$ cat src/rtl/flat_vector_bridge.sv
// rtl/flat_vector_bridge.sv - byte-stream to flat-vector bridge for flattened fuzz wrappers
module flat_vector_bridge #(
    parameter int IN_W   = 4,
    parameter int OUT_W  = 3,
    parameter int SETTLE = 1
) (
    input  logic              clk,
    input  logic              rst_n,
    input  logic [7:0]        s_data,
    input  logic              s_valid,
    output logic              s_ready,
    output logic [IN_W-1:0]   in_flat,
    input  logic [OUT_W-1:0]  out_flat,
    output logic [7:0]        m_data,
    output logic              m_valid,
    input  logic              m_ready,
    output logic              busy,
    output logic [15:0]       vec_count
);

    localparam int IN_BYTES  = (IN_W + 7) / 8;
    localparam int OUT_BYTES = (OUT_W + 7) / 8;
    localparam int IDX_W     = (IN_BYTES > 1) ? $clog2(IN_BYTES) : 1;
    localparam int SND_W     = (OUT_BYTES > 1) ? $clog2(OUT_BYTES) : 1;

    localparam logic [IDX_W-1:0] LAST_IDX   = IDX_W'(IN_BYTES - 1);
    localparam logic [SND_W-1:0] LAST_SND   = SND_W'(OUT_BYTES - 1);
    localparam logic [7:0]       SETTLE_CNT = 8'(SETTLE);

    localparam logic [1:0] ST_LOAD    = 2'd0;
    localparam logic [1:0] ST_SETTLE  = 2'd1;
    localparam logic [1:0] ST_CAPTURE = 2'd2;
    localparam logic [1:0] ST_SEND    = 2'd3;

    logic [1:0]             state;
    logic [IDX_W-1:0]       idx;
    logic [SND_W-1:0]       snd_idx;
    logic [7:0]             settle_cnt;
    logic [IN_W-1:0]        staging;
    logic [IN_W-1:0]        stage_next;
    logic [OUT_BYTES*8-1:0] resp_sr;
    logic [OUT_BYTES*8-1:0] resp_shift;
    logic [OUT_BYTES*8-1:0] out_ext;
    logic                   accept;
    logic                   handshake;

    assign s_ready   = (state == ST_LOAD);
    assign busy      = (state != ST_LOAD) || (idx != '0);
    assign accept    = s_valid && s_ready;
    assign handshake = m_valid && m_ready;

    // Bits of the top staging byte beyond IN_W are simply never stored.
    always_comb begin
        stage_next = staging;
        for (int i = 0; i < IN_W; i++) begin
            if (idx == IDX_W'(i / 8)) begin
                stage_next[i] = s_data[i % 8];
            end
        end
    end

    always_comb begin
        out_ext              = '0;
        out_ext[OUT_W-1:0]   = out_flat;
        resp_shift           = resp_sr >> 8;
    end

    always_ff @(posedge clk) begin
        if (!rst_n) begin
            state      <= ST_LOAD;
            idx        <= '0;
            snd_idx    <= '0;
            settle_cnt <= '0;
            staging    <= '0;
            resp_sr    <= '0;
            in_flat    <= '0;
            m_data     <= '0;
            m_valid    <= 1'b0;
            vec_count  <= '0;
        end else begin
            case (state)
                ST_LOAD: begin
                    if (accept) begin
                        staging <= stage_next;
                        if (idx == LAST_IDX) begin
                            in_flat    <= stage_next;
                            idx        <= '0;
                            settle_cnt <= SETTLE_CNT;
                            state      <= (SETTLE == 0) ? ST_CAPTURE : ST_SETTLE;
                        end else begin
                            idx <= idx + 1'b1;
                        end
                    end
                end
                ST_SETTLE: begin
                    settle_cnt <= settle_cnt - 8'd1;
                    if (settle_cnt == 8'd1) begin
                        state <= ST_CAPTURE;
                    end
                end
                ST_CAPTURE: begin
                    resp_sr <= out_ext;
                    m_data  <= out_ext[7:0];
                    m_valid <= 1'b1;
                    snd_idx <= '0;
                    state   <= ST_SEND;
                end
                ST_SEND: begin
                    if (handshake) begin
                        if (snd_idx == LAST_SND) begin
                            m_valid   <= 1'b0;
                            vec_count <= vec_count + 16'd1;
                            state     <= ST_LOAD;
                        end else begin
                            resp_sr <= resp_shift;
                            m_data  <= resp_shift[7:0];
                            snd_idx <= snd_idx + 1'b1;
                        end
                    end
                end
                default: state <= ST_LOAD;
            endcase
        end
    end

endmodule

$ cat config.mk
export PLATFORM = sky130hd
export DESIGN_NAME = flat_vector_bridge
export DESIGN_NICKNAME = d
export VERILOG_FILES = /design/src/rtl/flat_vector_bridge.sv
export SDC_FILE = /design/constraint.sdc
export NUM_CORES = 1
export LEC_CHECK = 0
export BUFFER_PORTS_ARGS = -buffer_cell sky130_fd_sc_hd__buf_2
export CORE_ASPECT_RATIO = 2
export CORE_MARGIN = 4
export CORE_UTILIZATION = 45
export CTS_CLUSTER_SIZE = 40
export DETAILED_ROUTE_END_ITERATION = 16
export GPL_TIMING_DRIVEN = 0
export PLACE_DENSITY = 0.7
export SYNTH_ARGS = -nofsm -noshare
export SYNTH_HDL_FRONTEND = slang
export SYNTH_SLANG_ARGS = --single-unit
$ cat constraint.sdc
create_clock -name clk -period 3.01 [get_ports clk]
set_input_delay 0.301 -clock clk [delete_from_list [all_inputs] [get_ports clk]]
set_output_delay 0.301 -clock clk [all_outputs]
set_load 0.02 [all_outputs]
==> flow_metrics.py, run 1 <==
metrics = {
    "global_routing": {
        "grt_pass1_vias": 1375,
        "grt_pass1_wl_mm": 6.02,
        "gr-usage-all-layers_pct": 16.3,
        "antenna_found_initial": 0,
        "grt_max_degree": 11,
        "globalRouteOverflowTotal": 0,
    },
    "setup_path": {
        "cp-start-kind": "flop",
        "r2r_slack_ps": 920,
        "path_class": "reg2reg",
        "cp_max_fo": 8,
        "endpoint": "settle_cnt[6]$_SDFFE_PN0P_",
        "r2r_start": "state[0]$_SDFFE_PN0P_",
        "cp-startpoint": "state[0]$_SDFFE_PN0P_",
        "worstPathArrival_ps": 2240,
        "critPathMaxStageDelay_ps": 620,
        "cp-end-kind": "flop",
        "path_cells": "inv_1, ha_1, clkbuf_1, mux2i_1, nor4bb_1, xnor2_1, nor2_1",
        "r2r_cells": 7,
        "worstPathRequired_ps": 3160,
        "r2r-end": "settle_cnt[6]$_SDFFE_PN0P_",
        "cpMaxStageDelayCell": "mux2i_1",
    },
    "layout": {
        "mostFrequentLayoutCell": "buf_2",
        "syn2layout_area_growth_pct": 20.5,
        "drive_gt1_share_pct": 23.0,
        "mostFrequentLayoutCells": "buf_2 (37), dfxtp_1 (34), nand2_1 (21), nand3_1 (11), nor2b_1 (10)",
        "fin_util_pct": 56.1,
        "final_nets": 261,
        "num-fill-cells": 399,
        "antennaDiodeCount": 0,
    },
    "sta": {
        "fin_crit_ps": 2090,
        "rsz0062_at_grt": "false",
        "tightest_slew_ps": 714,
        "finalHoldViolations": 0,
        "fin_setup_tns_ps": 0,
        "fmax_mhz": 479,
        "slew_violations": 0,
        "period_share_pct": 69.4,
        "setup_viol": 0,
        "skew_ps": 5.98,
        "slew_headroom_pct": 52.0,
    },
    "run_status": {
        "status": "complete, no violations",
    },
    "cts": {
        "htreeDepth": 2,
        "cts_tree": "done",
        "cts_buffers": 5,
        "post_cts_buffers": 0,
        "cts-root-buf": "clkbuf_8",
        "clkTransAtPathRegs_ps": 70,
        "clock_sinks": 34,
        "clockBufferDepth": 2,
        "cts_hold_buf": 0,
        "cts_resized": 0,
        "clkLatencyLatePin_ps": 280,
    },
    "yosys": {
        "post_synth.cell_area_avg_um2": 8.88,
        "yosys_warnings": 0,
        "netlist_area_um2": 1700,
        "synth_cell_types": 37,
        "ys_ff_latch": 34,
        "synthCells": 191,
        "yosysSeqAreaShare_pct": 40.1,
    },
    "drt": {
        "viasPerCell": 4.94,
        "ant_nets": 0,
        "first_pass_iters": 4,
        "num_vias": 1422,
        "drtIter0Drc": 19,
        "drc": 0,
        "wl_mm": 3.51,
        "post_drt_wl_per_cell_um": 12.2,
    },
    "floorplanning": {
        "die_x_um": 51.4,
        "num_rows": 31,
        "start_util_pct": 46.5,
        "die_h_um": 94.8,
        "die-area_um2": 4880,
        "core_area_um2": 3650,
        "pin_count": 46,
    },
    "placement": {
        "portBuffers": 36,
        "place_hpwl_mm": 2.76,
        "gp_congestion": 0.795,
    },
    "hold_path": {
        "holdCritPathClass": "in2reg",
        "worstHoldStart": "out_flat[2]",
    },
    "power": {
        "ir_drop_mv": 0.552,
        "power_density_nw_per_um2": 738,
        "leakagePower_nw": 0.927,
    },
    "run": {
        "maxCapViolCount": 0,
    },
}
[worst min path at each step]
stage | endpoint | slack (ps) | cells after the start
after floorplan | vec_count[15]$_SDFFE_PN0P_ | 450 | 2
after global routing | m_data[1]$_SDFFE_PN0P_ | 270 | 3
after global placement | in_flat[0]$_SDFFE_PN0P_ | 450 | 2
final | m_data[2]$_SDFFE_PN0P_ | 270 | 3
after detailed placement | in_flat[1]$_SDFFE_PN0P_ | 460 | 2
after CTS | m_data[1]$_SDFFE_PN0P_ | 260 | 3
[routing by layer]
metal	part of all wire, %	GRT usage [%]	routed length, um	vias up
li1	-	-	-	736
met2	56	29.0	1950	24
met5	0	0	0	-
met4	2.4	10.1	84	0
met3	4.1	3.63	145	6
met1	38	16.4	1330	656
[critical path: cells and delay by family (launching register included)]
| family | cells | cell delay [ps] |
|---|---|---|
| muxes | 1 | 620 |
| buffers and inverters | 2 | 420 |
| DFF | 1 | 340 |
| and+or+nand+nor | 2 | 200 |
| adders and majority gates | 1 | 190 |
| xor gates and xnor gates | 1 | 180 |
[cell usage after synthesis]
cell | count | share of area [%]
clkbuf_1 | 5 | 1.1
conb_1 | 1 | 0.22
a21boi_1 | 3 | 1.3
a21boi_0 | 6 | 2.7
nor3b_1 | 1 | 0.44
or3_2 | 1 | 0.44
nand3_1 | 11 | 3.2
o21ai_0 | 9 | 2.7
inv_1 | 6 | 1.3
a221o_2 | 1 | 0.66
and3_1 | 1 | 0.37
xnor2_1 | 9 | 4.6
nor3_1 | 5 | 1.5
dfxtp_1 | 34 | 40
nor4bb_1 | 1 | 0.59
and4_2 | 1 | 0.59
a21oi_1 | 4 | 1.2
nor2_1 | 7 | 1.5
xor2_1 | 3 | 1.5
buf_2 | 1 | 0.29
buf_4 | 5 | 2.2
and4_1 | 1 | 0.52
nand4_1 | 3 | 1.1
or2_2 | 1 | 0.37
nor2b_1 | 10 | 3.7
and2_1 | 8 | 2.9
nor4_1 | 2 | 0.74
nand2_1 | 21 | 4.6
nor4b_1 | 3 | 1.5
and2b_2 | 1 | 0.52
or3_1 | 3 | 1.1
ha_1 | 8 | 5.9
nand3_4 | 1 | 1.0
o211a_1 | 1 | 0.59
nand2b_1 | 4 | 1.5
mux2i_1 | 8 | 4.7
or4_1 | 1 | 0.44
[state kept, by name, summed over array words and instances, names as in the netlist]
name        flops
m_data          3
in_flat         3
vec_count      16
staging         1
settle_cnt      8
m_valid         1
state           2
[report_power, final]
part / total [mW] / switching [mW] / internal, mW
sequential: 0.587 / 0.0629 / 0.524
combinational: 0.579 / 0.326 / 0.254
clock: 0.343 / 0.159 / 0.184
total: 1.51 / 0.547 / 0.962
[cell families (layout without fill, tap and decap cells)]
kind of cell               after synthesis  count (layout)  synth area share, %
AOI/OAI and AO/OA                       24              24                 9.07
xor gates and xnor gates                12              12                 6.20
adders and majority gates                8               8                 5.90
buffers and inverters                   17              61                 4.94
DFF                                     34              34                 40.1
muxes                                    8               8                 4.72
other                                    1               5                0.221
and+or+nand+nor                         87              87                 28.8
[through the flow]
stage | hold slack (ps) | worst slack, ps | instances | total power [mW] | area [um^2]
floorplan | 453 | 1140 | 195 | 1.04 | 1710
global placement | 452 | 950 | 280 | 1.17 | 1950
detailed placement | 457 | 908 | 280 | 1.18 | 1950
CTS | 257 | 896 | 288 | 1.53 | 2040
global route | 275 | 657 | 288 | 1.62 | 2040
finish | 270 | 921 | 288 | 1.51 | 2040
[final cells by class]
cell class	count	area, um^2	area share, %
clock buffers	7	86.3	4.22
repair buffers	36	180	8.81
flip-flops and latches	34	681	33.3
inverters	6	22.5	1.10
well taps	49	61.3	3.00
clock inverters	1	5.00	0.245
plain buffers	11	61.3	3.00
multi-input cells	144	947	46.3
Power figures use the tool's default switching activity.
==> inputs of run 2 (changes only) <==
Clock period 3.01 ns to 2 ns, I/O delays scaled along.
==> flow_metrics.py, run 2 (same netlist as run 1, synthesis figures left out) <==
metrics = {
    "cts": {
        "cts_tree": "done",
        "clock_sinks": 34,
        "clockBufferDepth": 2,
        "cts_hold_buf": 0,
        "htreeDepth": 2,
        "clkLatencyLatePin_ps": 280,
        "clkTransAtPathRegs_ps": 70,
        "cts_buffers": 5,
        "cts-root-buf": "clkbuf_8",
    },
    "drt": {
        "wl_mm": 3.56,
        "drtIter0Drc": 15,
        "viasPerCell": 4.94,
        "post_drt_wl_per_cell_um": 12.4,
        "ant_nets": 0,
        "num_vias": 1424,
        "first_pass_iters": 4,
        "drc": 0,
    },
    "layout": {
        "mostFrequentLayoutCells": "buf_2 (37), dfxtp_1 (32), nand2_1 (21), nand3_1 (11), nor2b_1 (10)",
        "largest-register": "vec_count",
        "drive_gt1_share_pct": 26.8,
        "largest_reg_flops": 16,
        "mostFrequentLayoutCell": "buf_2",
        "largestRegisters": "vec_count (16), settle_cnt (8)",
        "final_nets": 261,
        "instances_no_fill": 288,
        "antennaDiodeCount": 0,
        "syn2layout_area_growth_pct": 23.7,
    },
    "global_routing": {
        "antenna_found_initial": 0,
        "grt_pass1_vias": 1370,
        "grt_pass1_wl_mm": 6.05,
        "globalRouteOverflowTotal": 0,
        "gr-usage-all-layers_pct": 16.4,
        "grt_max_degree": 11,
    },
    "power": {
        "power_density_nw_per_um2": 1130,
        "p_int_mw": 1.51,
        "switchingPower_uw": 864,
        "clkPwrFrac_pct": 21.7,
        "power.share.switching_pct": 36.4,
        "leakagePower_nw": 0.935,
        "combinationalPowerShare_pct": 40.5,
        "power_frac_seq_pct": 37.9,
        "ir_drop_mv": 0.732,
    },
    "floorplanning": {
        "start_util_pct": 46.5,
        "die_h_um": 94.8,
        "die-area_um2": 4880,
        "core_area_um2": 3650,
        "pin_count": 46,
        "num_rows": 31,
        "die_x_um": 51.4,
    },
    "setup_path": {
        "critPathMaxStageDelay_ps": 520,
        "cpMaxStageDelayCell": "or4_1",
        "worstPathArrival_ps": 2100,
        "cp-end-kind": "flop",
        "cp_max_fo": 9,
        "cp-start-kind": "flop",
        "path_class": "reg2reg",
        "path_cells": "ha_4, nand3_4, or4_1, buf_2, or3_1, a21boi_1",
        "worstPathRequired_ps": 2220,
    },
    "sta": {
        "skew_ps": 7.13,
        "fin_crit_ps": 1880,
        "tightest_slew_ps": 707,
        "fin_setup_tns_ps": 0,
        "period_share_pct": 94.1,
        "rsz0062_at_grt": "false",
        "slew_headroom_pct": 52.5,
        "fmax_mhz": 531,
        "setup_viol": 0,
        "finalHoldViolations": 0,
        "slew_violations": 0,
    },
    "placement": {
        "dp_cells": 280,
        "place_hpwl_mm": 2.76,
        "gp_congestion": 0.795,
        "portBuffers": 36,
    },
    "hold_path": {
        "holdCritPathClass": "in2reg",
    },
    "run_status": {
        "status": "complete, no violations",
    },
    "run": {
        "maxCapViolCount": 0,
    },
}
-- run 2: critical path: cells and delay by family (launching register included) --
| family | cells | cell delay (ps) |
|---|---|---|
| buf+inv | 1 | 170 |
| fa+ha+maj | 1 | 180 |
| flops | 1 | 380 |
| compound gates | 1 | 140 |
| simple gates | 3 | 950 |
-- run 2: repair_timing --
action	4_1_cts	5_1_grt
setup endpoints to repair	10	12
setup buffers	0	0
gates resized for setup	4	9
-- run 2: area by class of cell --
cell class | count | area, um^2
Buffer | 11 | 62.6
Clock buffer | 7 | 86.3
Clock inverter | 1 | 5.00
Fill cell | 394 | 1550
Inverter | 6 | 22.5
Multi-Input combinational cell | 144 | 997
Sequential cell | 34 | 683
Tap cell | 49 | 61.3
Timing Repair Buffer | 36 | 180
-- run 2: per-stage QoR --
stage	hold slack [ps]	setup slack [ps]	cell area [um^2]	util, %	total power, mW
6_report	166	118	2100	57.5	2.37
4_1_cts	156	0.803	2060	56.5	2.33
3_3_place_gp	452	-60.0	1950	53.6	1.76
3_5_place_dp	457	-102	1950	53.6	1.78
2_1_floorplan	352	126	1710	-	1.56
5_1_grt	174	15.7	2100	57.5	2.55
-- run 2: routing by layer --
metal  vias up  share of wire (%)  track usage (%)
met1       651                 36             16.2
met3         6                4.7             3.48
met4         0                2.3             8.97
met2        32                 57             30.4
met5         -                  0                0
li1        735                  -                -
-- run 2: final timing paths --
check / from / cells after the start / slack [ps] / to
max: state[0]$_SDFFE_PN0P_ / 6 / 120 / vec_count[10]$_SDFFE_PN0P_
min: out_flat[1] / 3 / 170 / m_data[1]$_SDFFE_PN0P_
max reg2reg: state[0]$_SDFFE_PN0P_ / 6 / 120 / vec_count[10]$_SDFFE_PN0P_
min reg2reg: in_flat[1]$_SDFFE_PN0P_ / 2 / 460 / in_flat[1]$_SDFFE_PN0P_
-- run 2: power by group through the flow --
stage / Sequential, mW / Clock, mW / Combinational (mW)
after floorplan: 0.922 / 0 / 0.637
after global placement: 0.896 / 0 / 0.860
after detailed placement: 0.899 / 0 / 0.883
after CTS: 0.892 / 0.536 / 0.898
after global routing: 0.911 / 0.559 / 1.08
final: 0.899 / 0.514 / 0.960
==> inputs of run 3 (changes only) <==
Settings changed: CTS_BUF_LIST set to sky130_fd_sc_hd__clkbuf_4 sky130_fd_sc_hd__clkbuf_8, CTS_CLUSTER_DIAMETER set to 100.
==> flow_metrics.py, run 3 (same netlist as run 1, synthesis figures left out) <==
metrics = {
    "sta": {
        "rsz0062_at_grt": "false",
        "skew_ps": 7.13,
        "fmax_mhz": 531,
        "tightest_slew_ps": 707,
        "hold_slack_ps": 166,
        "slew_headroom_pct": 52.5,
        "finalHoldViolations": 0,
        "slew_violations": 0,
        "fin_crit_ps": 1880,
        "period_share_pct": 94.1,
        "setup_viol": 0,
        "fin_ws_ps": 118,
    },
    "floorplanning": {
        "num_rows": 31,
        "die_x_um": 51.4,
        "core_area_um2": 3650,
        "start_util_pct": 46.5,
        "die_h_um": 94.8,
        "pin_count": 46,
        "die-area_um2": 4880,
    },
    "global_routing": {
        "grt_pass1_wl_mm": 6.05,
        "antenna_found_initial": 0,
        "gr-usage-all-layers_pct": 16.4,
        "grt_max_degree": 11,
        "grt_pass1_vias": 1370,
        "globalRouteOverflowTotal": 0,
    },
    "hold_path": {
        "holdCritPathClass": "in2reg",
    },
    "run": {
        "maxCapViolCount": 0,
    },
    "cts": {
        "clkTransAtPathRegs_ps": 70,
        "clockBufferDepth": 2,
        "cts_tree": "done",
        "htreeDepth": 2,
        "cts_buffers": 5,
        "cts-root-buf": "clkbuf_8",
        "clock_sinks": 34,
        "clkLatencyLatePin_ps": 280,
    },
    "layout": {
        "antennaDiodeCount": 0,
        "syn2layout_area_growth_pct": 23.9,
        "instances_no_fill": 288,
        "largest-register": "vec_count",
        "largestRegisters": "vec_count (16), settle_cnt (8)",
        "mostFrequentLayoutCells": "buf_2 (37), dfxtp_1 (32), nand2_1 (21), nand3_1 (11), nor2b_1 (10)",
        "stdcell_area_um2": 2100,
        "drive_gt1_share_pct": 27.2,
        "final_nets": 261,
        "mostFrequentLayoutCell": "buf_2",
        "fin_util_pct": 57.7,
        "largest_reg_flops": 16,
    },
    "power": {
        "power_density_nw_per_um2": 1140,
        "leakagePower_nw": 0.939,
        "power.share.switching_pct": 36.2,
        "ir_drop_mv": 0.732,
        "p_int_mw": 1.52,
        "combinationalPowerShare_pct": 40.2,
        "switchingPower_uw": 864,
        "clkPwrFrac_pct": 22.1,
        "power_frac_seq_pct": 37.7,
    },
    "setup_path": {
        "cp-end-kind": "flop",
        "path_cells": "ha_4, nand3_4, or4_1, buf_2, or3_1, a21boi_1",
        "cp-start-kind": "flop",
        "worstPathArrival_ps": 2100,
        "worstPathRequired_ps": 2220,
        "cp_max_fo": 9,
        "path_class": "reg2reg",
        "critPathMaxStageDelay_ps": 520,
        "cpMaxStageDelayCell": "or4_1",
    },
    "drt": {
        "wl_mm": 3.56,
        "first_pass_iters": 4,
        "ant_nets": 0,
        "drc": 0,
        "viasPerCell": 4.94,
        "drtIter0Drc": 15,
        "num_vias": 1424,
        "post_drt_wl_per_cell_um": 12.4,
    },
    "run_status": {
        "status": "complete, no violations",
    },
    "placement": {
        "dp_cells": 280,
        "placed_cell_area_um2": 1950,
        "place_hpwl_mm": 2.76,
        "gp_congestion": 0.795,
        "portBuffers": 36,
        "place_ws_ps": -102,
    },
}
[run 3: cell counts in the layout (fill, tap and decap cells not counted)]
No cell type changed its count.
[run 3: timing repair]
action	CTS	global route
gates resized for setup	4	9
hold buffers	0	0
buffers inserted	0	0
endpoints found under the setup margin	10	12
[run 3: path summary, 6_finish.rpt]
| path | startpoint | end | slack [ps] | cells past startpoint |
|---|---|---|---|---|
| setup / recovery | state[0]$_SDFFE_PN0P_ | vec_count[10]$_SDFFE_PN0P_ | 120 | 6 |
| setup reg to reg | state[0]$_SDFFE_PN0P_ | vec_count[10]$_SDFFE_PN0P_ | 120 | 6 |
| hold / removal | out_flat[1] | m_data[1]$_SDFFE_PN0P_ | 170 | 3 |
| hold reg to reg | in_flat[1]$_SDFFE_PN0P_ | in_flat[1]$_SDFFE_PN0P_ | 460 | 2 |
[run 3: worst max-delay path, delay by kind of cell, from the launching register on]
family / cells / cell delay, ps
AO/OA/AOI/OAI: 1 / 140
flip-flops: 1 / 380
buffers and inverters: 1 / 170
AND/OR/NAND/NOR: 3 / 950
adder cells (fa/ha/maj): 1 / 180
[run 3: per-layer routing]
metal,vias to the layer above,GRT usage (%),routed length (um)
met5,-,0,0
met3,6,3.48,167
li1,735,-,-
met4,0,8.97,83
met2,32,30.4,2020
met1,651,16.2,1290
[run 3: metrics by stage]
stage,total power [mW],setup TNS [ps]
after CTS,2.34,0
final,2.39,0
after detailed placement,1.78,-613
after global placement,1.76,-270
after floorplan,1.56,0
after global routing,2.56,0
[run 3: power groups by stage]
| stage | logic, mW | registers [mW] | clock network (mW) |
|---|---|---|---|
| 2_1_floorplan | 0.637 | 0.922 | 0 |
| 3_3_place_gp | 0.860 | 0.896 | 0 |
| 3_5_place_dp | 0.883 | 0.899 | 0 |
| 4_1_cts | 0.898 | 0.892 | 0.550 |
| 5_1_grt | 1.08 | 0.911 | 0.573 |
| 6_report | 0.960 | 0.899 | 0.527 |
[run 3: area by class of cell]
| cell class | instances | area, um^2 |
|---|---|---|
| buffer | 11 | 62.6 |
| clock buffer | 7 | 90.1 |
| clock inverter | 1 | 5.00 |
| fill | 394 | 1540 |
| inverter | 6 | 22.5 |
| multi-input combinational | 144 | 997 |
| sequential | 34 | 683 |
| tap | 49 | 61.3 |
| timing repair buffer | 36 | 180 |
